[src/rtl/mem_port_arbiter_if.sv]
// Signal bundle between the fetch / load-store requesters, the arbiter and the shared memory port.
interface mem_port_arbiter_if #(
   parameter int ADDR_W = 32,
   parameter int DATA_W = 32
);
   localparam int BE_W = DATA_W / 8;

   // Fetch requester
   logic              if_req;
   logic [ADDR_W-1:0] if_addr;
   logic              if_gnt;
   logic              if_rvalid;
   logic [DATA_W-1:0] if_rdata;

   // Load/store requester
   logic              ls_req;
   logic              ls_we;
   logic [BE_W-1:0]   ls_be;
   logic [ADDR_W-1:0] ls_addr;
   logic [DATA_W-1:0] ls_wdata;
   logic              ls_gnt;
   logic              ls_rvalid;
   logic [DATA_W-1:0] ls_rdata;

   // Single-port synchronous memory
   logic              mem_en;
   logic              mem_we;
   logic [BE_W-1:0]   mem_be;
   logic [ADDR_W-1:0] mem_addr;
   logic [DATA_W-1:0] mem_wdata;
   logic [DATA_W-1:0] mem_rdata;

   modport slave (
      input  if_req, if_addr,
      output if_gnt, if_rvalid, if_rdata,
      input  ls_req, ls_we, ls_be, ls_addr, ls_wdata,
      output ls_gnt, ls_rvalid, ls_rdata,
      output mem_en, mem_we, mem_be, mem_addr, mem_wdata,
      input  mem_rdata
   );

   modport master (
      output if_req, if_addr,
      input  if_gnt, if_rvalid, if_rdata,
      output ls_req, ls_we, ls_be, ls_addr, ls_wdata,
      input  ls_gnt, ls_rvalid, ls_rdata,
      input  mem_en, mem_we, mem_be, mem_addr, mem_wdata,
      output mem_rdata
   );
endinterface

[src/rtl/mem_port_arbiter.sv]
// Shares one single-port synchronous memory between fetch and load/store: priority to load/store,
// bounded by a burst counter so fetch is served after MAX_BURST consecutive load/store grants.
module mem_port_arbiter #(
   parameter int ADDR_W    = 32,
   parameter int DATA_W    = 32,
   parameter int MAX_BURST = 4
) (
   input logic               clk,
   input logic               reset,
   mem_port_arbiter_if.slave bus
);
   localparam int         BE_W        = DATA_W / 8;
   localparam logic [3:0] BURST_LIMIT = 4'(MAX_BURST);

   // Owner of an access travelling alongside the memory pipeline
   typedef struct packed {
      logic rd;   // a read whose data must be returned
      logic ls;   // owner is load/store (else fetch)
   } tag_t;

   typedef struct packed {
      logic              en;
      logic              we;
      logic [BE_W-1:0]   be;
      logic [ADDR_W-1:0] addr;
      logic [DATA_W-1:0] wdata;
   } issue_t;

   logic       grant_ls;
   logic       grant_if;
   logic [3:0] burst_q, burst_d;
   issue_t     issue_q, issue_d;
   tag_t       tag1_q, tag1_d;
   tag_t       tag2_q;

   // NOTE: every signal assigned in always_comb gets a default first so no latch is inferred.
   always_comb begin
      grant_ls = 1'b0;
      grant_if = 1'b0;
      if (reset) begin
         if (bus.ls_req && (!bus.if_req || (burst_q < BURST_LIMIT))) begin
            grant_ls = 1'b1;
         end else if (bus.if_req) begin
            grant_if = 1'b1;
         end
      end
   end

   // Counts load/store grants that fetch has had to wait behind
   always_comb begin
      burst_d = burst_q;
      if (!bus.if_req || grant_if) begin
         burst_d = '0;
      end else if (grant_ls) begin
         burst_d = burst_q + 4'd1;
      end
   end

   // Idle cycles keep address, data and byte enables; only en/we drop
   always_comb begin
      issue_d    = issue_q;
      issue_d.en = 1'b0;
      issue_d.we = 1'b0;
      tag1_d     = '0;
      if (grant_ls) begin
         issue_d.en    = 1'b1;
         issue_d.we    = bus.ls_we;
         issue_d.be    = bus.ls_be;
         issue_d.addr  = bus.ls_addr;
         issue_d.wdata = bus.ls_wdata;
         tag1_d.rd     = !bus.ls_we;
         tag1_d.ls     = 1'b1;
      end else if (grant_if) begin
         issue_d.en   = 1'b1;
         issue_d.we   = 1'b0;
         issue_d.be   = '1;
         issue_d.addr = bus.if_addr;
         tag1_d.rd    = 1'b1;
         tag1_d.ls    = 1'b0;
      end
   end

   // NOTE: sequential state uses non-blocking assignments so all registers update from pre-edge values.
   always_ff @(posedge clk) begin
      if (!reset) begin
         burst_q <= '0;
         issue_q <= '0;
         tag1_q  <= '0;
         tag2_q  <= '0;
      end else begin
         burst_q <= burst_d;
         issue_q <= issue_d;
         tag1_q  <= tag1_d;
         tag2_q  <= tag1_q;
      end
   end

   assign bus.if_gnt    = grant_if;
   assign bus.ls_gnt    = grant_ls;

   assign bus.mem_en    = issue_q.en;
   assign bus.mem_we    = issue_q.we;
   assign bus.mem_be    = issue_q.be;
   assign bus.mem_addr  = issue_q.addr;
   assign bus.mem_wdata = issue_q.wdata;

   // Read data is shared; the tag two stages back says whose it is
   assign bus.if_rvalid = tag2_q.rd && !tag2_q.ls;
   assign bus.ls_rvalid = tag2_q.rd && tag2_q.ls;
   assign bus.if_rdata  = bus.mem_rdata;
   assign bus.ls_rdata  = bus.mem_rdata;
endmodule
[src/flat_wrapper.sv]
// flat-port wrapper written by rule: the top's interface ports become plain ports
module mem_port_arbiter_flat 
#(
   parameter int ADDR_W    = 32,
   parameter int DATA_W    = 32,
   parameter int MAX_BURST = 4
)
  (clk, reset, bus_if_req, bus_if_addr, bus_if_gnt, bus_if_rvalid, bus_if_rdata, bus_ls_req, bus_ls_we, bus_ls_be, bus_ls_addr, bus_ls_wdata, bus_ls_gnt, bus_ls_rvalid, bus_ls_rdata, bus_mem_en, bus_mem_we, bus_mem_be, bus_mem_addr, bus_mem_wdata, bus_mem_rdata);
  mem_port_arbiter_if #(.ADDR_W(ADDR_W), .DATA_W(DATA_W)) bus_i ();
  input logic clk;
  input logic reset;
  input wire logic [$bits(bus_i.if_req)-1:0] bus_if_req;
  input wire logic [$bits(bus_i.if_addr)-1:0] bus_if_addr;
  output wire logic [$bits(bus_i.if_gnt)-1:0] bus_if_gnt;
  output wire logic [$bits(bus_i.if_rvalid)-1:0] bus_if_rvalid;
  output wire logic [$bits(bus_i.if_rdata)-1:0] bus_if_rdata;
  input wire logic [$bits(bus_i.ls_req)-1:0] bus_ls_req;
  input wire logic [$bits(bus_i.ls_we)-1:0] bus_ls_we;
  input wire logic [$bits(bus_i.ls_be)-1:0] bus_ls_be;
  input wire logic [$bits(bus_i.ls_addr)-1:0] bus_ls_addr;
  input wire logic [$bits(bus_i.ls_wdata)-1:0] bus_ls_wdata;
  output wire logic [$bits(bus_i.ls_gnt)-1:0] bus_ls_gnt;
  output wire logic [$bits(bus_i.ls_rvalid)-1:0] bus_ls_rvalid;
  output wire logic [$bits(bus_i.ls_rdata)-1:0] bus_ls_rdata;
  output wire logic [$bits(bus_i.mem_en)-1:0] bus_mem_en;
  output wire logic [$bits(bus_i.mem_we)-1:0] bus_mem_we;
  output wire logic [$bits(bus_i.mem_be)-1:0] bus_mem_be;
  output wire logic [$bits(bus_i.mem_addr)-1:0] bus_mem_addr;
  output wire logic [$bits(bus_i.mem_wdata)-1:0] bus_mem_wdata;
  input wire logic [$bits(bus_i.mem_rdata)-1:0] bus_mem_rdata;
  assign bus_i.if_req = bus_if_req;
  assign bus_i.if_addr = bus_if_addr;
  assign bus_if_gnt = bus_i.if_gnt;
  assign bus_if_rvalid = bus_i.if_rvalid;
  assign bus_if_rdata = bus_i.if_rdata;
  assign bus_i.ls_req = bus_ls_req;
  assign bus_i.ls_we = bus_ls_we;
  assign bus_i.ls_be = bus_ls_be;
  assign bus_i.ls_addr = bus_ls_addr;
  assign bus_i.ls_wdata = bus_ls_wdata;
  assign bus_ls_gnt = bus_i.ls_gnt;
  assign bus_ls_rvalid = bus_i.ls_rvalid;
  assign bus_ls_rdata = bus_i.ls_rdata;
  assign bus_mem_en = bus_i.mem_en;
  assign bus_mem_we = bus_i.mem_we;
  assign bus_mem_be = bus_i.mem_be;
  assign bus_mem_addr = bus_i.mem_addr;
  assign bus_mem_wdata = bus_i.mem_wdata;
  assign bus_i.mem_rdata = bus_mem_rdata;
  mem_port_arbiter #(.ADDR_W(ADDR_W), .DATA_W(DATA_W), .MAX_BURST(MAX_BURST)) u_core (.clk(clk), .reset(reset), .bus(bus_i));
endmodule
[config.mk]
export PLATFORM = sky130hd
export DESIGN_NAME = mem_port_arbiter_flat
export DESIGN_NICKNAME = d
export VERILOG_FILES = /design/src/rtl/mem_port_arbiter_if.sv /design/src/rtl/mem_port_arbiter.sv /design/src/flat_wrapper.sv
export SDC_FILE = /design/constraint.sdc
export NUM_CORES = 1
export LEC_CHECK = 0
export CORE_MARGIN = 1.5
export CORE_UTILIZATION = 35
export DETAILED_ROUTE_END_ITERATION = 8
export DONT_BUFFER_PORTS = 1
export HOLD_SLACK_MARGIN = 0.08
export SYNTH_ARGS = -nofsm -noshare
export SYNTH_HDL_FRONTEND = slang
export SYNTH_SLANG_ARGS = --single-unit
[constraint.sdc]
create_clock -name clk -period 1.4 [get_ports clk]
set_input_delay 0.21 -clock clk [delete_from_list [all_inputs] [get_ports clk]]
set_output_delay 0.21 -clock clk [all_outputs]
set_load 0.02 [all_outputs]
==> metrics.txt, run 1 <==
std cell rows=37; IO Pins=~280; total clock sinks=78; clk buf depth=2; cts bufs inserted=9; height of the die=107.5 microns; cell count after synthesis=426; Synth top area share=40.86%; post-synth cell types=23; H-tree Lvls=3; Exit stage=4_1_cts; cts repair resizes=6; error message=[ERROR RSZ-0060] Max buffer count reached.; clock tree root buffer cell=clkbuf_8; # Post-CTS Setup Buffers=2; ys async rst share=0%; Starting Density=36.52%; hold_buf cts=around 100; count leader, synth=nand2_1; Yosys top cell by area=dfxtp_1; syn avg cell area=8.970 sq um; sequential-to-total area share from yosys stat=40.86%; flip-flop and latch count after synthesis=between 70 and 80; Post-synth EDFFs=0; mapped cell area=about 0.0038 sq mm; IO buf count=0; Post-Syn Nets=roughly 560; pre-CTS WS=around 0.12 ns; status=aborted with a tool error; Final GP Congestion=0.6412; Synth area leaders=dfxtp_1 (41%), buf_4 (13%), nand2_1 (9.5%); Die W=roughly 110 microns; synth warn=0; Detail Placement HPWL=5058 microns; commonest cells in the netlist=nand2_1 (97), dfxtp_1 (78), buf_4 (68); predominant post-synthesis flop cell=dfxtp_1
==> cell families after synthesis <==
family,synth area share (%)
AO/OA/AOI/OAI,5.992
adder cells (fa/ha/maj),0.3274
AND/OR/NAND/NOR,17.19
flip-flops,40.86
buffers and inverters,17.71
other,0.09814
multiplexers,17.81
==> through the flow <==
| step | utilization (%) | instance area, sq um | std cells | hold WS (ns) |
|---|---|---|---|---|
| 2_1_floorplan | - | 3821 | 426 | 0.3009 |
| 3_3_place_gp | 32.21 | 3369 | 468 | 0.3065 |
| 3_5_place_dp | 32.21 | 3369 | 468 | 0.3055 |
==> run 2: changes to the inputs <==
--- a/config.mk
+++ b/config.mk
@@ -6,10 +6,10 @@
 export NUM_CORES = 1
 export LEC_CHECK = 0
 export CORE_MARGIN = 1.5
-export CORE_UTILIZATION = 35
+export CORE_UTILIZATION = 20
 export DETAILED_ROUTE_END_ITERATION = 8
 export DONT_BUFFER_PORTS = 1
-export HOLD_SLACK_MARGIN = 0.08
+export PLACE_DENSITY_LB_ADDON = 0.15
 export SYNTH_ARGS = -nofsm -noshare
 export SYNTH_HDL_FRONTEND = slang
 export SYNTH_SLANG_ARGS = --single-unit
==> metrics.txt, run 2 <==
period utilisation layout=around 99%; layout net count=about 500; initial antenna violation count=0; Reg2Reg Setup Slack=0.03 ns; sequential-to-total area share from yosys stat=40.86% (unchanged); IO buf count=0 (unchanged); Skew-Pair Late Insertion Delay=0.34 ns; Final Setup Violations=0; Cells after DPL=568 (was 468); Detail Placement HPWL=5904 microns (was 5058 microns); predominant post-synthesis flop cell=dfxtp_1 (unchanged); total clock sinks=78 (unchanged); number of DRC markers in iteration 0=84; H-tree Lvls=3 (unchanged); Worst Setup End Kind=output pin; std cell rows=50 (was 37); First-pass DRT Iterations=4; synth warn=0 (unchanged); RSZ-0062 raised after global routing=yes; Hold Fails Final Rpt=0; Post-Syn Nets=564 (unchanged); crit-path max FO=3; Reg2Reg Launch Point=u_core.burst_q[2]$_SDFFE_PP0P_; clock transition at the registers of the reported paths=0.06 ns; Synth top area share=40.86% (unchanged); core area=approximately 0.019 sq mm; CTS tree=yes; Final ANT Viol Nets=0; total gr overflow=0; Lkg Pwr=0.001603 uW; Synth area leaders=dfxtp_1 (41%), buf_4 (13%), nand2_1 (9.5%) (unchanged); post-synth cell types=23 (unchanged); IO Pins=275 (unchanged); Hold WC Path Type=input port to register; Starting Density=20.43% (was 36.52%); critical path class=register to output pin; Worst Path Required=1.19 ns; status=complete, no violations (was aborted with a tool error); Worst Path Arrival=roughly 1.2 ns; worst vdd ir=0.5965 mV; Die W=141.2 microns (was 107.5 microns); Pwr Density=about 1400 mW/mm^2; drt drc=0; ys async rst share=0% (unchanged); max-cap viol count=0; Hold Crit Start=bus_ls_wdata[1]; commonest cells in the netlist=nand2_1 (97), dfxtp_1 (78), buf_4 (68) (unchanged); CP startpoint=u_core.burst_q[2]$_SDFFE_PP0P_; final wirelength=9787 microns; most frequent cells in the layout=nand2_1 (96), dfxtp_1 (77), nand4_1 (33); f_max=~700 MHz; fin. max-slew vios=0; vias in the first global route=2670; setup ws final=0.007696 ns; clock tree root buffer cell=clkbuf_16 (was clkbuf_8); global-route wire length before repair=14220 microns; WL/cell=15.91 microns; crit path launch type=register; final clock skew=0.004753 ns; layout filler cell count=2044; flip-flop and latch count after synthesis=78 (unchanged); All-Layer GR Usage=9.255%; Layout Cells excl Fill=615; mapped cell area=0.003821 sq mm (unchanged); area delta synth->final=9.659%; pre-CTS WS=0.1282 ns (was 0.1213 ns); count leader, synth=nand2_1 (unchanged); Final GP Congestion=0.6700 (was 0.6412); cts bufs inserted=9 (unchanged); # diodes=0; largest net degree at the start of global routing=132; Die Footprint=0.01994 sq mm; clk buf depth=2 (unchanged); height of the die=141.2 microns (was 107.5 microns); total vias in the final route=2666; Post-synth EDFFs=0 (unchanged); Tmin final=between 1 and 1.5 ns; cell count after synthesis=426 (unchanged); syn avg cell area=8.970 sq um (unchanged); Via density=4.335; layout cells sized above 1=18.37%; most common cell after layout, fill and taps aside=nand2_1; Yosys top cell by area=dfxtp_1 (unchanged)
[run 2: final timing paths]
| check | end | cells past startpoint |
|---|---|---|
| worst max-delay path | bus_if_gnt | 4 |
| worst min-delay path | u_core.bus.mem_wdata[1]$_SDFFE_PN0P_ | 2 |
| worst max register to register | u_core.bus.mem_wdata[16]$_SDFFE_PN0P_ | 5 |
| worst min register to register | u_core.burst_q[0]$_SDFFE_PP0P_ | 1 |
[run 2: where the power goes]
part           total [uW]  switching, uW  leakage, uW  internal (uW)
clock network        2530            969     0.000152           1560
registers            2650            276     0.000645           2370
logic                 494            203     0.000806            291
[run 2: cell type report]
| class | instances | area [sq um] | area share [%] |
|---|---|---|---|
| clock inverter | 6 | 86.33 | 2.060 |
| tap | 234 | 292.8 | 6.987 |
| multi-input combinational | 249 | 1600 | 38.19 |
| inverter | 2 | 7.507 | 0.1792 |
| clock buffer | 10 | 229.0 | 5.464 |
| timing repair buffer | 36 | 411.6 | 9.824 |
| sequential | 78 | 1563 | 37.29 |
[run 2: kinds of logic after synthesis]
logic type	after synthesis	share of synthesized area (%)
simple gates	145	17.19
buf+inv	99	17.71
flops	78	40.86
mux	64	17.81
compound gates	38	5.992
fa+ha+maj	1	0.3274
other cells	1	0.09814
[run 2: metrics by stage]
stage | instance area, sq um | setup TNS, ns | hold WS (ns) | total power [uW] | utilization [%]
finish | 4190 | 0 | 0.01931 | 5673 | 22.40
global placement | 3507 | 0 | 0.3131 | 3093 | 18.75
CTS | 4100 | -0.07072 | 0.0004822 | 5776 | 21.92
detailed placement | 3507 | 0 | 0.3197 | 3097 | 18.75
floorplan | 3821 | 0 | 0.3009 | 3354 | -
global route | 4190 | -0.5717 | 0.006069 | 5952 | 22.40
[run 2: repair_timing]
| action | CTS | global route |
|---|---|---|
| hold buffers | 24 | 0 |
| pin swaps | 2 | 2 |
| hold endpoints to repair | 29 | 0 |
| cloned | 0 | 3 |
| buffers inserted | 2 | 2 |
| endpoints found under the setup margin | 2 | 37 |
| resized for setup | 8 | 0 |
[run 2: worst max-delay path, cell delays in order (launching register included)]
cell     delay (ns)
dfxtp_2        0.33
o21ai_4        0.17
buf_4          0.14
nand2_4        0.04
and3_4         0.16
[run 2: per-layer routing]
layer	global-route usage (%)	share of wire (%)	wire (microns)
met1	9.793	40	3899
met2	15.79	48	4725
met3	4.076	9.9	965
met4	4.331	2.0	197
met5	0	0	0
Note: power is estimated with default switching activity, not from simulation.
